`src/rtl/mt9v034_capture_if.sv`:
```
// ---------------------------------------------------------------------------
// mt9v034_capture_if
//   Pixel write bus from the MT9V034 capture block to a frame buffer.
//
//   pix_we is a write strobe with no ready/back-pressure: every cycle that
//   pix_we is high, pix_data must be stored at pix_addr in that same cycle.
//
//   Signals
//     pix_data  [7:0]         pixel value (upper 8 bits of sensor DOUT)
//     pix_addr  [ADDR_W-1:0]  linear address y*H_ACTIVE + x
//     pix_we                  one-cycle write strobe per accepted pixel
//
//   Modports
//     master  capture block (drives the bus)
//     slave   frame buffer (receives the bus)
// ---------------------------------------------------------------------------
interface mt9v034_capture_if #(
    parameter int ADDR_W = 19
);
    logic [7:0]        pix_data;
    logic [ADDR_W-1:0] pix_addr;
    logic              pix_we;

    modport master (
        output pix_data,
        output pix_addr,
        output pix_we
    );

    modport slave (
        input pix_data,
        input pix_addr,
        input pix_we
    );
endinterface

```
`src/rtl/mt9v034_capture.sv`:
```
// ---------------------------------------------------------------------------
// mt9v034_capture
//   Single-frame pixel receiver for the MT9V034 parallel output. Runs in the
//   camera clock domain (the clock forwarded to the sensor SYSCLK). One `arm`
//   request captures exactly one complete frame; the pixels come out as
//   addressed 8-bit writes on the pix bus.
//
//   Ports
//     clk          camera-domain clock
//     reset        synchronous, active-high
//     arm          single-cycle capture request (ignored while busy)
//     frame_valid  sensor FRAME_VALID
//     line_valid   sensor LINE_VALID
//     dout[9:0]    sensor pixel data
//     pix          pixel write bus (master): pix_data, pix_addr, pix_we
//     busy         high from accepted arm until frame_done
//     frame_done   one-cycle pulse at the end of the captured frame
//     frame_err    sticky geometry error for the last captured frame
//     line_count   lines received in the current capture (saturates)
//     state_dbg    current FSM state, for observation only
// ---------------------------------------------------------------------------
module mt9v034_capture #(
    parameter int H_ACTIVE = 752,
    parameter int V_ACTIVE = 480,
    parameter int ADDR_W   = 19
) (
    input  logic                  clk,
    input  logic                  reset,
    input  logic                  arm,
    input  logic                  frame_valid,
    input  logic                  line_valid,
    input  logic [9:0]            dout,
    mt9v034_capture_if.master     pix,
    output logic                  busy,
    output logic                  frame_done,
    output logic                  frame_err,
    output logic [9:0]            line_count,
    output logic [2:0]            state_dbg
);

    // x never exceeds H_ACTIVE; y saturates at V_ACTIVE+1 so "y != V_ACTIVE"
    // stays truthful however many extra lines the sensor sends.
    localparam int XW = $clog2(H_ACTIVE + 1);
    localparam int YW = $clog2(V_ACTIVE + 2);

    typedef enum logic [2:0] {
        S_IDLE     = 3'd0,
        S_WAIT_GAP = 3'd1,
        S_WAIT_SOF = 3'd2,
        S_CAPTURE  = 3'd3,
        S_DONE     = 3'd4
    } state_t;

    state_t            state;
    logic              fv_r, lv_r, fv_q, lv_q;
    logic [9:0]        d_r;
    logic [XW-1:0]     x;
    logic [YW-1:0]     y;
    logic [ADDR_W-1:0] addr;

    logic          fv_rise, fv_fall, line_end, pix_ok;
    logic [YW-1:0] y_inc, y_next;
    logic          unused_low_bits;

    assign state_dbg = state;

    // The two LSBs of DOUT are not stored in the 8-bit frame buffer.
    assign unused_low_bits = ^d_r[1:0];

    assign fv_rise = fv_r & ~fv_q;
    assign fv_fall = ~fv_r & fv_q;

    // A line ends on a LINE_VALID fall inside the frame, or when the frame
    // closes while LINE_VALID is still high (the line is truncated by FV).
    assign line_end = (lv_q & ~lv_r & (fv_r | fv_q)) | (fv_fall & lv_r);

    assign pix_ok = (x < XW'(H_ACTIVE)) && (y < YW'(V_ACTIVE));
    assign y_inc  = (y == YW'(V_ACTIVE + 1)) ? y : y + YW'(1);
    assign y_next = line_end ? y_inc : y;

    always_ff @(posedge clk) begin
        if (reset) begin
            state        <= S_IDLE;
            fv_r         <= 1'b0;
            lv_r         <= 1'b0;
            fv_q         <= 1'b0;
            lv_q         <= 1'b0;
            d_r          <= '0;
            x            <= '0;
            y            <= '0;
            addr         <= '0;
            pix.pix_data <= '0;
            pix.pix_addr <= '0;
            pix.pix_we   <= 1'b0;
            busy         <= 1'b0;
            frame_done   <= 1'b0;
            frame_err    <= 1'b0;
            line_count   <= '0;
        end else begin
            fv_r <= frame_valid;
            lv_r <= line_valid;
            d_r  <= dout;
            fv_q <= fv_r;
            lv_q <= lv_r;

            pix.pix_we <= 1'b0;
            frame_done <= 1'b0;

            case (state)
                // DONE also accepts arm so a request in the done cycle is
                // not lost while busy is already low.
                S_IDLE, S_DONE: begin
                    state <= S_IDLE;
                    if (arm) begin
                        state      <= S_WAIT_GAP;
                        busy       <= 1'b1;
                        frame_err  <= 1'b0;
                        line_count <= '0;
                    end
                end

                // Skip any frame already in progress.
                S_WAIT_GAP: begin
                    if (!fv_r) state <= S_WAIT_SOF;
                end

                S_WAIT_SOF: begin
                    if (fv_rise) begin
                        state <= S_CAPTURE;
                        y     <= '0;
                        // LINE_VALID may rise together with FRAME_VALID;
                        // that first pixel belongs to this frame.
                        if (lv_r) begin
                            pix.pix_we   <= 1'b1;
                            pix.pix_data <= d_r[9:2];
                            pix.pix_addr <= '0;
                            x            <= XW'(1);
                            addr         <= ADDR_W'(1);
                        end else begin
                            x    <= '0;
                            addr <= '0;
                        end
                    end
                end

                S_CAPTURE: begin
                    if (fv_r && lv_r) begin
                        if (pix_ok) begin
                            pix.pix_we   <= 1'b1;
                            pix.pix_data <= d_r[9:2];
                            pix.pix_addr <= addr;
                            x            <= x + XW'(1);
                            addr         <= addr + ADDR_W'(1);
                        end else begin
                            frame_err <= 1'b1;
                        end
                    end

                    // Exclusive with the pixel branch: a line end needs
                    // lv_r or fv_r low.
                    if (line_end) begin
                        if (x != XW'(H_ACTIVE)) frame_err <= 1'b1;
                        x <= '0;
                        y <= y_inc;
                        if (line_count != 10'd1023) line_count <= line_count + 10'd1;
                    end

                    if (fv_fall) begin
                        state      <= S_DONE;
                        frame_done <= 1'b1;
                        busy       <= 1'b0;
                        if (y_next != YW'(V_ACTIVE)) frame_err <= 1'b1;
                    end
                end

                default: state <= S_IDLE;
            endcase
        end
    end

endmodule

```
`src/flat_wrapper.sv`:
```
// flat-port wrapper written by rule: the top's interface ports become plain ports
module mt9v034_capture_flat 
#(
    parameter int H_ACTIVE = 752,
    parameter int V_ACTIVE = 480,
    parameter int ADDR_W   = 19
)
  (clk, reset, arm, frame_valid, line_valid, dout, busy, frame_done, frame_err, line_count, state_dbg, pix_pix_data, pix_pix_addr, pix_pix_we);
  mt9v034_capture_if #(.ADDR_W(ADDR_W)) pix_i ();
  input  logic clk;
  input  logic reset;
  input  logic arm;
  input  logic frame_valid;
  input  logic line_valid;
  input  logic [9:0] dout;
  output logic busy;
  output logic frame_done;
  output logic frame_err;
  output logic [9:0] line_count;
  output logic [2:0] state_dbg;
  output wire logic [$bits(pix_i.pix_data)-1:0] pix_pix_data;
  output wire logic [$bits(pix_i.pix_addr)-1:0] pix_pix_addr;
  output wire logic [$bits(pix_i.pix_we)-1:0] pix_pix_we;
  assign pix_pix_data = pix_i.pix_data;
  assign pix_pix_addr = pix_i.pix_addr;
  assign pix_pix_we = pix_i.pix_we;
  mt9v034_capture #(.H_ACTIVE(H_ACTIVE), .V_ACTIVE(V_ACTIVE), .ADDR_W(ADDR_W)) u_core (.clk(clk), .reset(reset), .arm(arm), .frame_valid(frame_valid), .line_valid(line_valid), .dout(dout), .pix(pix_i), .busy(busy), .frame_done(frame_done), .frame_err(frame_err), .line_count(line_count), .state_dbg(state_dbg));
endmodule
```
`config.mk`:
```
export PLATFORM = sky130hd
export DESIGN_NAME = mt9v034_capture_flat
export DESIGN_NICKNAME = d
export VERILOG_FILES = /design/src/rtl/mt9v034_capture_if.sv /design/src/rtl/mt9v034_capture.sv /design/src/flat_wrapper.sv
export SDC_FILE = /design/constraint.sdc
export NUM_CORES = 1
export LEC_CHECK = 0
export BUFFER_PORTS_ARGS = -buffer_cell sky130_fd_sc_hd__buf_4
export CAP_MARGIN = 20
export CORE_MARGIN = 5
export CORE_UTILIZATION = 45
export DETAILED_ROUTE_END_ITERATION = 7
export HOLD_SLACK_MARGIN = 0.08
export PLACE_DENSITY = 0.65
export SLEW_MARGIN = 25
export SYNTH_ARGS = -nofsm -noshare
export SYNTH_HDL_FRONTEND = slang
export SYNTH_SLANG_ARGS = --single-unit
export TNS_END_PERCENT = 50
```
`constraint.sdc`:
```
create_clock -name clk -period 2.5 [get_ports clk]
set_input_delay 0.5 -clock clk [delete_from_list [all_inputs] [get_ports clk]]
set_output_delay 0.5 -clock clk [all_outputs]
set_load 0.005 [all_outputs]
```
==> out/metrics.yaml <==
max_stage_delay_ns: 0.50
synthTopCellsByArea: "dfxtp_1 44%, nor2_1 7.0%, nor2b_1 4.1%, xnor2_1 4.1%, nand3_1 2.7%"
num_io_pins: 59
grt_pass1_wl_um: 15800
firstDrtPassIters: 4
syn-num-nets: 515
antenna_left: 0
crit_start: "u_core.y[0]"
vias_per_cell: 5.46
hold_class: "in -> reg"
grtUsageTotal_pct: 16.6
synth_async_sr_flop_share_pct: 0
syn_inst: 494
fmaxAchievable_ghz: 0.443
total_power_mw: 2.71
coreArea_sq_um: 9200
nets: 563
path_delay_family: "simple AND/OR/NAND/NOR gates"
crit_cells: 7
crit_path_cell_trace: "ha_1, nand3_1, nor4_1, mux2_2, o21ai_0, nor4_2, o32ai_1"
fin_crit_sh_pct: 90.3
cts_max_level: 3
n_antenna_cell: 0
worst_clock_skew_ns: 0.0174
ys_seq_area_share_pct: 44.4
fp.dieW_um: 107
num_rows: 35
crit_path_max_fanout: 9
critical_path_class: "reg -> reg"
dieArea_sq_um: 11500
grt_overflow: 0
setup_violations: 0
route.detailed.drc: 0
grt_max_degree: 62
syn_area_sq_um: 4240
routedWlPerCell_um: 14.3
drive_gt1_share_pct: 17.0
start_util_pct: 46.1
utilization_pct: 53.8
r2r-start: "u_core.y[0]"
p_leak_nw: 1.81
yosysUniqueCellTypes: 53
layout_commonest_cell: "dfxtp_1"
synth_top_area_share_pct: 44.4
cts-root-buf: "clkbuf_8"
placed_area_sq_um: 4750
layout_common_cells: "94 x dfxtp_1, 79 x nor2_1, 65 x buf_4, 28 x nor2b_1, 26 x nand2_1"
power_density_nw_per_um2: 548
status: "completed"
path_buf_inv: 0
place_hpwl_um: 6450
synth_top_area_cell: "dfxtp_1"
totalWireLength_um: 9400
slew_headroom_pct: 49.7
postCtsSetupBuffers: 0
grt_pass1_vias: 3341
fin_area_sq_um: 4950
cap_violations: 0
crit_path_end_kind: "flip-flop"
cts.clk_slew.worst_paths_ns: 0.10
slowest_stage: "dfxtp_1"
area_growth_pct: 16.6
clkLatencyLatePin_ns: 0.37
io_buffers: 56
dp.cells: 642
worstPathArrival_ns: 2.48
synth_edf_count: 0
hold_path_depth: 2
avgSynthCellArea_sq_um: 8.59
final_cells: 658
ys_ff_latch: 94
cp-start-kind: "flip-flop"
tightest_slew_ns: 0.747
cts.sinks: 94
tns_ns: 0
die_y_um: 107
cts_tree: "done"
peakVddDrop_v: 0.000333
synthFlopType: "dfxtp_1"
antenna_found_initial: 0
drv_slew: 0
reg2regPathDepth: 7
crit_required_ns: 2.72
gp_congestion: 0.870
drtIter0Drc: 201
cts-buffers-inserted: 9
post-route-min-period_ns: 2.26
clockBufferDepth: 2
holdCritStartpoint: "dout[4]"
yosysWarnings: 0
vias: 3590
hold_viol: 0
grt_setup_unrepaired: "no"
==> path summary, 6_finish.rpt <==
| path | endpoint | slack (ns) |
|---|---|---|
| setup / recovery | u_core.frame_err | 0.24 |
| hold reg to reg | u_core.busy | 0.47 |
| hold / removal | u_core.d_r[4] | 0.34 |
| setup reg to reg | u_core.frame_err | 0.24 |
==> synthesized netlist by cell type (all sizes together), types with 2 or more instances <==
cell	number
mux2i	11
a21oi	22
or3	5
o211ai	4
and4	4
xor2	11
nor2b	28
and3	6
nor4b	7
nor3	17
nor4	11
a211oi	4
or2	2
a31oi	17
a311oi	2
dfxtp	94
buf	17
a2111oi	2
ha	6
nand4	9
nand3	23
inv	10
and2	2
nor2	79
nand2	26
xnor2	20
clkbuf	12
nand2b	11
o21ai	14
a22oi	2
==> power by group <==
group | leakage (nW) | switching, mW | internal (mW)
clock network | 0.0956 | 0.592 | 0.386
registers | 0.761 | 0.0165 | 1.52
logic | 0.956 | 0.123 | 0.0753
==> routing by layer <==
metal | track usage (%) | vias up | part of all wire (%)
li1 | - | 1823 | -
met3 | 2.35 | 11 | 4.7
met4 | 5.57 | 0 | 1.3
met5 | 0 | - | 0
met1 | 23.4 | 1670 | 51
met2 | 26.1 | 86 | 43
==> worst reg2reg max path, stage by stage, from the launching register on <==
cell and delay [ns]:
dfxtp_1 0.50, ha_1 0.31, nand3_1 0.18, nor4_1 0.38, mux2_2 0.24, o21ai_0 0.09, nor4_2 0.31, o32ai_1 0.10
==> area by class of cell <==
class,count,area [sq um]
repair buffers,66,508
flip-flops and latches,94,1880
clock inverters,7,63.8
fillers,886,4250
clock buffers,9,124
multi-input cells,361,2190
well taps,111,139
inverters,10,37.5
==> cells by family (layout without fill, tap and decap cells) <==
group,count (synthesis),count (layout),share of synthesized area [%]
and+or+nand+nor,236,236,28.8
DFF,94,94,44.4
AOI/OAI and AO/OA,76,76,11.6
buffers and inverters,39,92,4.25
xor gates and xnor gates,31,31,6.40
muxes,12,12,2.86
adders and majority gates,6,6,1.77
==> registers in the layout (all words and copies together), names as in the netlist <==
register,count
u_core.frame_done,1
u_core.lv_r,1
u_core.frame_err,1
u_core.pix.pix_data,8
u_core.lv_q,1
u_core.state_dbg,3
u_core.line_count,10
u_core.pix.pix_we,1
u_core.d_r,8
u_core.x,10
u_core.addr,19
u_core.busy,1
u_core.y,9
u_core.fv_q,1
u_core.fv_r,1
u_core.pix.pix_addr,19
==> per-stage QoR <==
stage	worst slack, ns	hold slack, ns
floorplan	0.521	0.440
global placement	0.306	0.448
detailed placement	0.291	0.454
CTS	0.230	0.333
global route	0.0521	0.327
finish	0.242	0.340
==> timing repair <==
item / CTS / global route
hold buffers: 0 / 0
endpoints found under the setup margin: 0 / 1
resized for setup: 0 / 1
hold endpoints to repair: 0 / 0
Note: power is estimated with default switching activity, not from simulation.
